--- config.mk ---
export PLATFORM = sky130hd
export DESIGN_NAME = generator_fifo_wrapper
export DESIGN_NICKNAME = d
export VERILOG_FILES = /design/src/rtl/generator_fifo_wrapper.sv
export SDC_FILE = /design/constraint.sdc
export NUM_CORES = 1
export LEC_CHECK = 0
export ABC_AREA = 1
export CORE_ASPECT_RATIO = 1.25
export CORE_MARGIN = 1
export CORE_UTILIZATION = 39
export DETAILED_ROUTE_END_ITERATION = 7
export GPL_TIMING_DRIVEN = 0
export PLACE_DENSITY = 0.65
export SKIP_CTS_REPAIR_TIMING = 1
export SYNTH_ARGS = -nofsm -noshare
export SYNTH_HDL_FRONTEND = slang
export SYNTH_SLANG_ARGS = --single-unit
--- constraint.sdc ---
create_clock -name m00_axis_aclk -period 8.9 [get_ports m00_axis_aclk]
set_clock_uncertainty 0.05 [all_clocks]
set_input_delay 1.78 -clock m00_axis_aclk [delete_from_list [all_inputs] [get_ports m00_axis_aclk]]
set_output_delay 1.78 -clock m00_axis_aclk [all_outputs]
set_load 0.01 [all_outputs]
--- src/rtl/generator_fifo_wrapper.sv ---
// generator_fifo_wrapper
//   AXI4-Stream master traffic source. While enabled, an internal generator
//   writes the sequence 1,2,3,... (tagged with a last flag every PACKET_LEN
//   beats) into a small synchronous FIFO. A single-slot registered output
//   stage drains the FIFO toward the downstream slave, honouring tready.
//
// Ports
//   m00_axis_aclk     in   clock, rising edge
//   m00_axis_aresetn  in   synchronous reset, active HIGH (name kept as-is)
//   m00_axis_enable   in   generator run enable (level)
//   m00_axis_tdata    out  stream data
//   m00_axis_tstrb    out  byte strobes, all ones while tvalid
//   m00_axis_tvalid   out  beat valid
//   m00_axis_tlast    out  last beat of packet (qualified by tvalid)
//   m00_axis_tready   in   downstream ready
module generator_fifo_wrapper #(
  parameter int DATA_SIZE  = 32,
  parameter int FIFO_DEPTH = 16,
  parameter int PACKET_LEN = 8
) (
  input  logic                   m00_axis_aclk,
  input  logic                   m00_axis_aresetn,
  input  logic                   m00_axis_enable,
  output logic [DATA_SIZE-1:0]   m00_axis_tdata,
  output logic [DATA_SIZE/8-1:0] m00_axis_tstrb,
  output logic                   m00_axis_tvalid,
  output logic                   m00_axis_tlast,
  input  logic                   m00_axis_tready
);

  localparam int AW = (FIFO_DEPTH > 1) ? $clog2(FIFO_DEPTH) : 1;
  localparam int CW = AW + 1;
  localparam int BW = (PACKET_LEN > 1) ? $clog2(PACKET_LEN) : 1;
  localparam int EW = DATA_SIZE + 1;

  logic clk;
  logic srst;
  assign clk  = m00_axis_aclk;
  assign srst = m00_axis_aresetn;  // despite the name, 1 means reset

  // Generator state
  logic [DATA_SIZE-1:0] value_reg, value_next;
  logic [BW-1:0]        beat_reg, beat_next;

  // FIFO state
  logic [EW-1:0] mem [FIFO_DEPTH];
  logic [AW-1:0] wr_ptr_reg, wr_ptr_next;
  logic [AW-1:0] rd_ptr_reg, rd_ptr_next;
  logic [CW-1:0] count_reg, count_next;

  // Output slot
  logic [DATA_SIZE-1:0] tdata_reg;
  logic                 tlast_reg;
  logic                 tvalid_reg;

  logic          full;
  logic          empty;
  logic          wr_en;
  logic          rd_en;
  logic          last_flag;
  logic [EW-1:0] rd_entry;

  always_comb begin
    full      = (count_reg == CW'(FIFO_DEPTH));
    empty     = (count_reg == '0);
    wr_en     = m00_axis_enable && !full;
    // Slot can take a new word when it is empty or being emptied this edge.
    rd_en     = !empty && (!tvalid_reg || m00_axis_tready);
    last_flag = (beat_reg == BW'(PACKET_LEN - 1));
    rd_entry  = mem[rd_ptr_reg];

    value_next  = value_reg;
    beat_next   = beat_reg;
    wr_ptr_next = wr_ptr_reg;
    rd_ptr_next = rd_ptr_reg;
    count_next  = count_reg;

    if (wr_en) begin
      value_next  = value_reg + 1'b1;
      beat_next   = last_flag ? '0 : beat_reg + 1'b1;
      wr_ptr_next = wr_ptr_reg + 1'b1;  // power-of-two depth wraps naturally
    end
    if (rd_en) begin
      rd_ptr_next = rd_ptr_reg + 1'b1;
    end
    case ({wr_en, rd_en})
      2'b10:   count_next = count_reg + 1'b1;
      2'b01:   count_next = count_reg - 1'b1;
      default: count_next = count_reg;
    endcase
  end

  always_ff @(posedge clk) begin
    if (srst) begin
      value_reg  <= DATA_SIZE'(1);
      beat_reg   <= '0;
      wr_ptr_reg <= '0;
      rd_ptr_reg <= '0;
      count_reg  <= '0;
    end else begin
      value_reg  <= value_next;
      beat_reg   <= beat_next;
      wr_ptr_reg <= wr_ptr_next;
      rd_ptr_reg <= rd_ptr_next;
      count_reg  <= count_next;
    end
  end

  // Storage array has no reset so it maps onto RAM; the output slot below
  // acts as its registered read port.
  always_ff @(posedge clk) begin
    if (wr_en && !srst) begin
      mem[wr_ptr_reg] <= {last_flag, value_reg};
    end
  end

  always_ff @(posedge clk) begin
    if (srst) begin
      tdata_reg  <= '0;
      tlast_reg  <= 1'b0;
      tvalid_reg <= 1'b0;
    end else if (rd_en) begin
      tlast_reg  <= rd_entry[EW-1];
      tdata_reg  <= rd_entry[DATA_SIZE-1:0];
      tvalid_reg <= 1'b1;
    end else if (tvalid_reg && m00_axis_tready) begin
      // Accepted with nothing behind it: slot goes idle.
      tdata_reg  <= '0;
      tlast_reg  <= 1'b0;
      tvalid_reg <= 1'b0;
    end
  end

  assign m00_axis_tdata  = tdata_reg;
  assign m00_axis_tvalid = tvalid_reg;
  assign m00_axis_tlast  = tlast_reg && tvalid_reg;

  for (genvar gi = 0; gi < DATA_SIZE / 8; gi++) begin : g_strb
    assign m00_axis_tstrb[gi] = tvalid_reg;
  end

endmodule

==> out/results.txt <==
Mapped Nets: 2767
Die X: 235.5 µm
Area Growth Syn to Fin: 15.19%
Critical R2R Launch: count_reg[0]
maximum vdd drop: 0.1285 mV
Initial Util: 39.62%
Tcrit/Tclk final: 46.94%
GRT Total Usage: 23.80%
Req. time, crit path: 9.15 ns
WL per Instance: 21.75 µm
fin. max-slew vios: 0
DRT iter0 DRCs: 2396
H-tree level count: 2
first-pass GRT wire length: 119.9 mm
WHS Endpoint: m00_axis_tdata[30]
worst-path fanout max: 18
Die H: 293.9 µm
utilization after layout: 45.64%
cell depth of the worst flop-to-flop path: 8
worst skew pair latency: 0.63 ns
reg2reg end: mem[12][5]
Final Hold Viols: 0
CTS max path bufs: 3
Post-DRT Antenna Nets: 0
post-synthesis register bit count: 614
outcome: finished clean
layout cells sized above 1: 7.982%
CTS tree: done
unrepaired setup endpoints after global routing: no
most frequent cells in the layout: nand2_1, edfxtp_1, inv_1
number of distinct library cells after synthesis: 30
Max Freq: 0.2393 GHz
HPWL Detailed: 52.95 mm
hold path startpoint: m00_axis_tdata[30]
grt total ovfl: 0
Sw Share: 35.13%
worst-margin pin slew: 1.128 ns
Setup CP Type: in -> reg
Avg Inst Size Synth: 9.669 µm²
Clk pwr share: 30.9%
Remaining DRCs: 0
antenna violations before repair: 0
pre-CTS setup slack: 4.130 ns
Combinational Power Share: 30.5%
# placed instances: 3673
Register Area: 0.01758 mm²
post-synth design cell area: 0.02659 mm²
Min-Delay Path Class: reg -> reg
Clock Pin Slew Worst Setup and Hold Paths: 0.06 ns
r2r setup slk: 5.79 ns
fin cells: 3784
largest net degree at the start of global routing: 22
yosys warns: 0
Worst path slowest cell: nor2_4
commonest non-fill, non-tap cell in the layout: nand2_1
Filler Cell Count: 6170
P_leak: 13.07 nW
clk sink count: 614
Worst Hold Depth: 2
Post-DP Area: 0.02859 mm²
nature of the critical path endpoint: flop
final setup vio count: 0
Max Cap Violations: 0
vias per inst: 5.158
pwr dens: 278.7 mW/mm²
Final Wtd Congestion: 0.9187
Flop pwr share: 38.7%
First-pass DRT Iterations: 6
crit path cell chain: clkdlybuf4s50_1, inv_1, clkbuf_1, nand3_1, nor2_4, buf_12
num rows: 106
wirelength, routed: 82.29 mm
clock tree root driver cell: clkbuf_16
fin nets: 2886
final setup TNS: 0 ns
max FFs per register: 528
vias in the first global route: 18.61k
Port Buffers: 41
Synth Instances: 2750
CP max stage delay: 0.81 ns
data arrival time of the worst path: 4.43 ns
switching power: 0.002999 W
Seq/Total Area, Yosys: 66.10%
internal power: 0.005537 W
area of the multi-input gates: 0.006797 mm²
total CTS buffers: 58
Startpoint Class: input pin
Ports: 42
min cycle time layout: 4.178 ns
die area: 0.06923 mm²
core box area: 0.06711 mm²
routed via count: 19.52k
slack of the critical path: 4.722 ns
fin area: 0.03063 mm²
relative slew slack: 24.82%
## through the flow
| stage | total power, W | hold slack [ns] |
|---|---|---|
| after CTS | 0.008532 | 0.4162 |
| final | 0.008537 | 0.4128 |
| after detailed placement | 0.005935 | 0.4064 |
| after global placement | 0.005896 | 0.4030 |
| after floorplan | 0.004830 | 0.3941 |
| after global routing | 0.008864 | 0.4256 |
## metal layers
metal	track usage [%]	part of all wire (%)
met1	29.07	37
met3	3.724	9.5
met2	40.61	48
met5	0	0
met4	12.59	5.3
## worst max-delay path by stage
stage / start / slack (ns) / cells past startpoint / end
finish: m00_axis_aresetn / 4.72 / 6 / mem[12][5]
global route: m00_axis_aresetn / 4.65 / 6 / mem[12][5]
CTS: m00_axis_aresetn / 4.75 / 6 / mem[12][17]
detailed placement: m00_axis_aresetn / 4.13 / 6 / mem[12][17]
global placement: m00_axis_enable / 1.71 / 6 / mem[12][15]
floorplan: m00_axis_aresetn / 4.72 / 4 / mem[12][0]
## logic make-up after synthesis
logic type               share of synthesized area [%]
AO/OA/AOI/OAI                                    1.454
flip-flops                                       66.10
AND/OR/NAND/NOR                                  22.68
XOR/XNOR                                        0.3294
adder cells (fa/ha/maj)                         0.6399
buffers and inverters                            8.790
## cell type report
type / instances / area share [%]
Timing Repair Buffer: 59 / 2.614
Clock inverter: 20 / 0.8415
Tap cell: 864 / 3.529
Sequential cell: 614 / 57.38
Buffer: 131 / 2.104
Inverter: 451 / 5.527
Antenna cell: 1 / 0.008170
Multi-Input combinational cell: 1554 / 22.19
Clock buffer: 90 / 5.805
## critical path: cells and delay by family
| kind | cells | cell delay (ns) |
|---|---|---|
| buf+inv | 4 | 1.35 |
| simple gates | 2 | 1.28 |
## synth_stat cells
cell type | number | area [µm²]
inv_1 | 447 | 1678
nor2_1 | 100 | 375.4
fa_1 | 1 | 20.02
buf_2 | 86 | 430.4
xor2_1 | 7 | 61.31
or2_2 | 1 | 6.260
edfxtp_1 | 528 | 15860
xnor2_1 | 3 | 26.28
and2_1 | 1 | 6.260
nand4_1 | 8 | 50.05
inv_2 | 4 | 15.01
nor3b_1 | 1 | 7.510
clkbuf_1 | 22 | 82.58
or2_0 | 1 | 6.260
nor2_4 | 1 | 11.26
buf_4 | 12 | 90.09
ha_1 | 12 | 150.1
a21oi_1 | 52 | 260.3
o211a_1 | 1 | 10.01
o21a_1 | 1 | 7.510
nand2_2 | 2 | 12.51
nand3b_1 | 4 | 30.03
nor3_2 | 2 | 20.02
nand3_1 | 386 | 1932
nand2_1 | 939 | 3525
buf_1 | 11 | 41.29
dfxtp_1 | 86 | 1722
o21ai_2 | 1 | 8.760
nor3_1 | 10 | 50.05
o21ai_0 | 20 | 100.1
## power by group through the flow
stage / registers, W / logic (W) / clock network, W
CTS: 0.00330 / 0.00259 / 0.00264
finish: 0.00330 / 0.00260 / 0.00264
global route: 0.00332 / 0.00279 / 0.00275
detailed placement: 0.00336 / 0.00257 / 0
global placement: 0.00336 / 0.00254 / 0
floorplan: 0.00338 / 0.00145 / 0
(Power assumes the default switching activity.)
==> RTL change, RTL diff (same settings) <==
The parameter `DATA_SIZE` goes from 32 to 16.
--- a/src/rtl/generator_fifo_wrapper.sv
+++ b/src/rtl/generator_fifo_wrapper.sv
@@ -15,5 +15,5 @@
 //   m00_axis_tready   in   downstream ready
 module generator_fifo_wrapper #(
-  parameter int DATA_SIZE  = 32,
+  parameter int DATA_SIZE  = 16,
   parameter int FIFO_DEPTH = 16,
   parameter int PACKET_LEN = 8
Interface: changed (resized m00_axis_tdata and m00_axis_tstrb); port bits go from 42 to 24. No check against the original RTL was run, so the function may have changed too.
==> RTL change against the unedited design <==
  * Synthesized cell count is 48% lower
  * Sequential cell count fell by 288
  * Global-route usage fell by 2.0 points
  * Power decreased by 48%
  * Worst setup slack improved by 190 ps
  * Combinational power fell by 49%
  * Routed wire length is 52% lower
  * Area after synthesis is 47% lower
  * Largest power group unchanged
  * Final area fell by 47%
  * Worst hold slack hardly changed
==> RTL change: results <==
set metrics [dict create \
    yosysUniqueCellTypes 33 \
    synth_edf_count 272 \
    hpwlAfterDp_mm 27.3 \
    intPower_w 0.00294 \
    firstDrtPassIters 5 \
    largest_reg_flops 272 \
    r2r_start "count_reg[1]" \
    wl_mm 39.3 \
    min-delay-start "m00_axis_tdata[11]" \
    min_to "m00_axis_tdata[11]" \
    yosys-top-cells-count "nand2_1, edfxtp_1, inv_1, nand3_1, dfxtp_1" \
    crit_start "m00_axis_tready" \
    peakVddDrop_uv 149 \
    cts_htree_levels 1 \
    n_antenna_cell 0 \
    grt_pass1_vias 9707 \
    vias 10200 \
    slew-limit-headroom_pct 29.6 \
    yosys_warnings 0 \
    antenna_found_initial 0 \
    cp_max_fo 10 \
    track_usage_pct 21.8 \
    drt_iter0_markers 1176 \
    crit_end "count_reg[4]" \
    grt.overflow.total 0 \
    fin_nets 1538 \
    grt_max_degree 22 \
    arrival_ps 4430 \
    place.port_buffers 23 \
    place_congestion 0.952 \
    drive_above_1_share_pct 8.75 \
    status "finished, final reports clean" \
    ys_seq_area_share_pct 65.7 \
    worst-r2r-setup-slack_ps 6090 \
    reg2reg_depth 13 \
    grt_pass1_wl_mm 58.8 \
    insertion_delay_ps 570 \
    p_leak_nw 6.87 \
]
[RTL change: layout make-up]
| class | instances | area, sq um |
|---|---|---|
| fillers | 3285 | 19100 |
| plain buffers | 66 | 347 |
| multi-input cells | 802 | 3630 |
| clock inverters | 11 | 155 |
| clock buffers | 43 | 861 |
| inverters | 246 | 923 |
| well taps | 474 | 593 |
| repair buffers | 49 | 558 |
| flip-flops and latches | 326 | 9250 |
[RTL change: cells by family (layout without fill, tap and decap cells)]
group	Yosys count	after routing	synth area share [%]
compound gates	61	61	2.31
xor+xnor	5	5	0.311
fa+ha+maj	13	13	1.21
buf+inv	312	415	9.02
flops	326	326	65.7
simple gates	723	723	21.5
[RTL change: stage by stage]
step	hold slack (ps)	setup slack [ps]	cell area, sq um	std cells
6_report	413	4910	16300	2017
5_1_grt	440	4700	16300	2017
4_1_cts	418	4950	16300	2017
3_5_place_dp	407	4370	15300	1963
3_3_place_gp	402	2640	14900	1937
2_1_floorplan	384	4910	14100	1440
[RTL change: worst max-delay path, stage by stage]
cell and delay [ps]:
clkdlybuf4s50_1 450, inv_1 40, nand2_1 90, nand2_1 120, inv_1 120, buf_2 320, ha_1 340, inv_1 80
fa_1 410, o21ai_0 210, a21oi_1 110, xor2_1 140, nand2_1 70, a21oi_1 140
[RTL change: layer usage]
layer / track usage, % / share of wire, % / up-vias
met3: 3.03 / 8.3 / 111
li1: - / - / 4803
met4: 11.1 / 5.0 / 0
met5: 0 / 0 / -
met1: 27.0 / 37 / 4798
met2: 36.7 / 49 / 479
[RTL change: power groups by stage]
stage,clock (W),combinational (W),sequential (W)
floorplan,0,0.000791,0.00182
global placement,0,0.00129,0.00181
detailed placement,0,0.00132,0.00181
CTS,0.00134,0.00132,0.00178
global route,0.00140,0.00145,0.00179
finish,0.00134,0.00133,0.00178
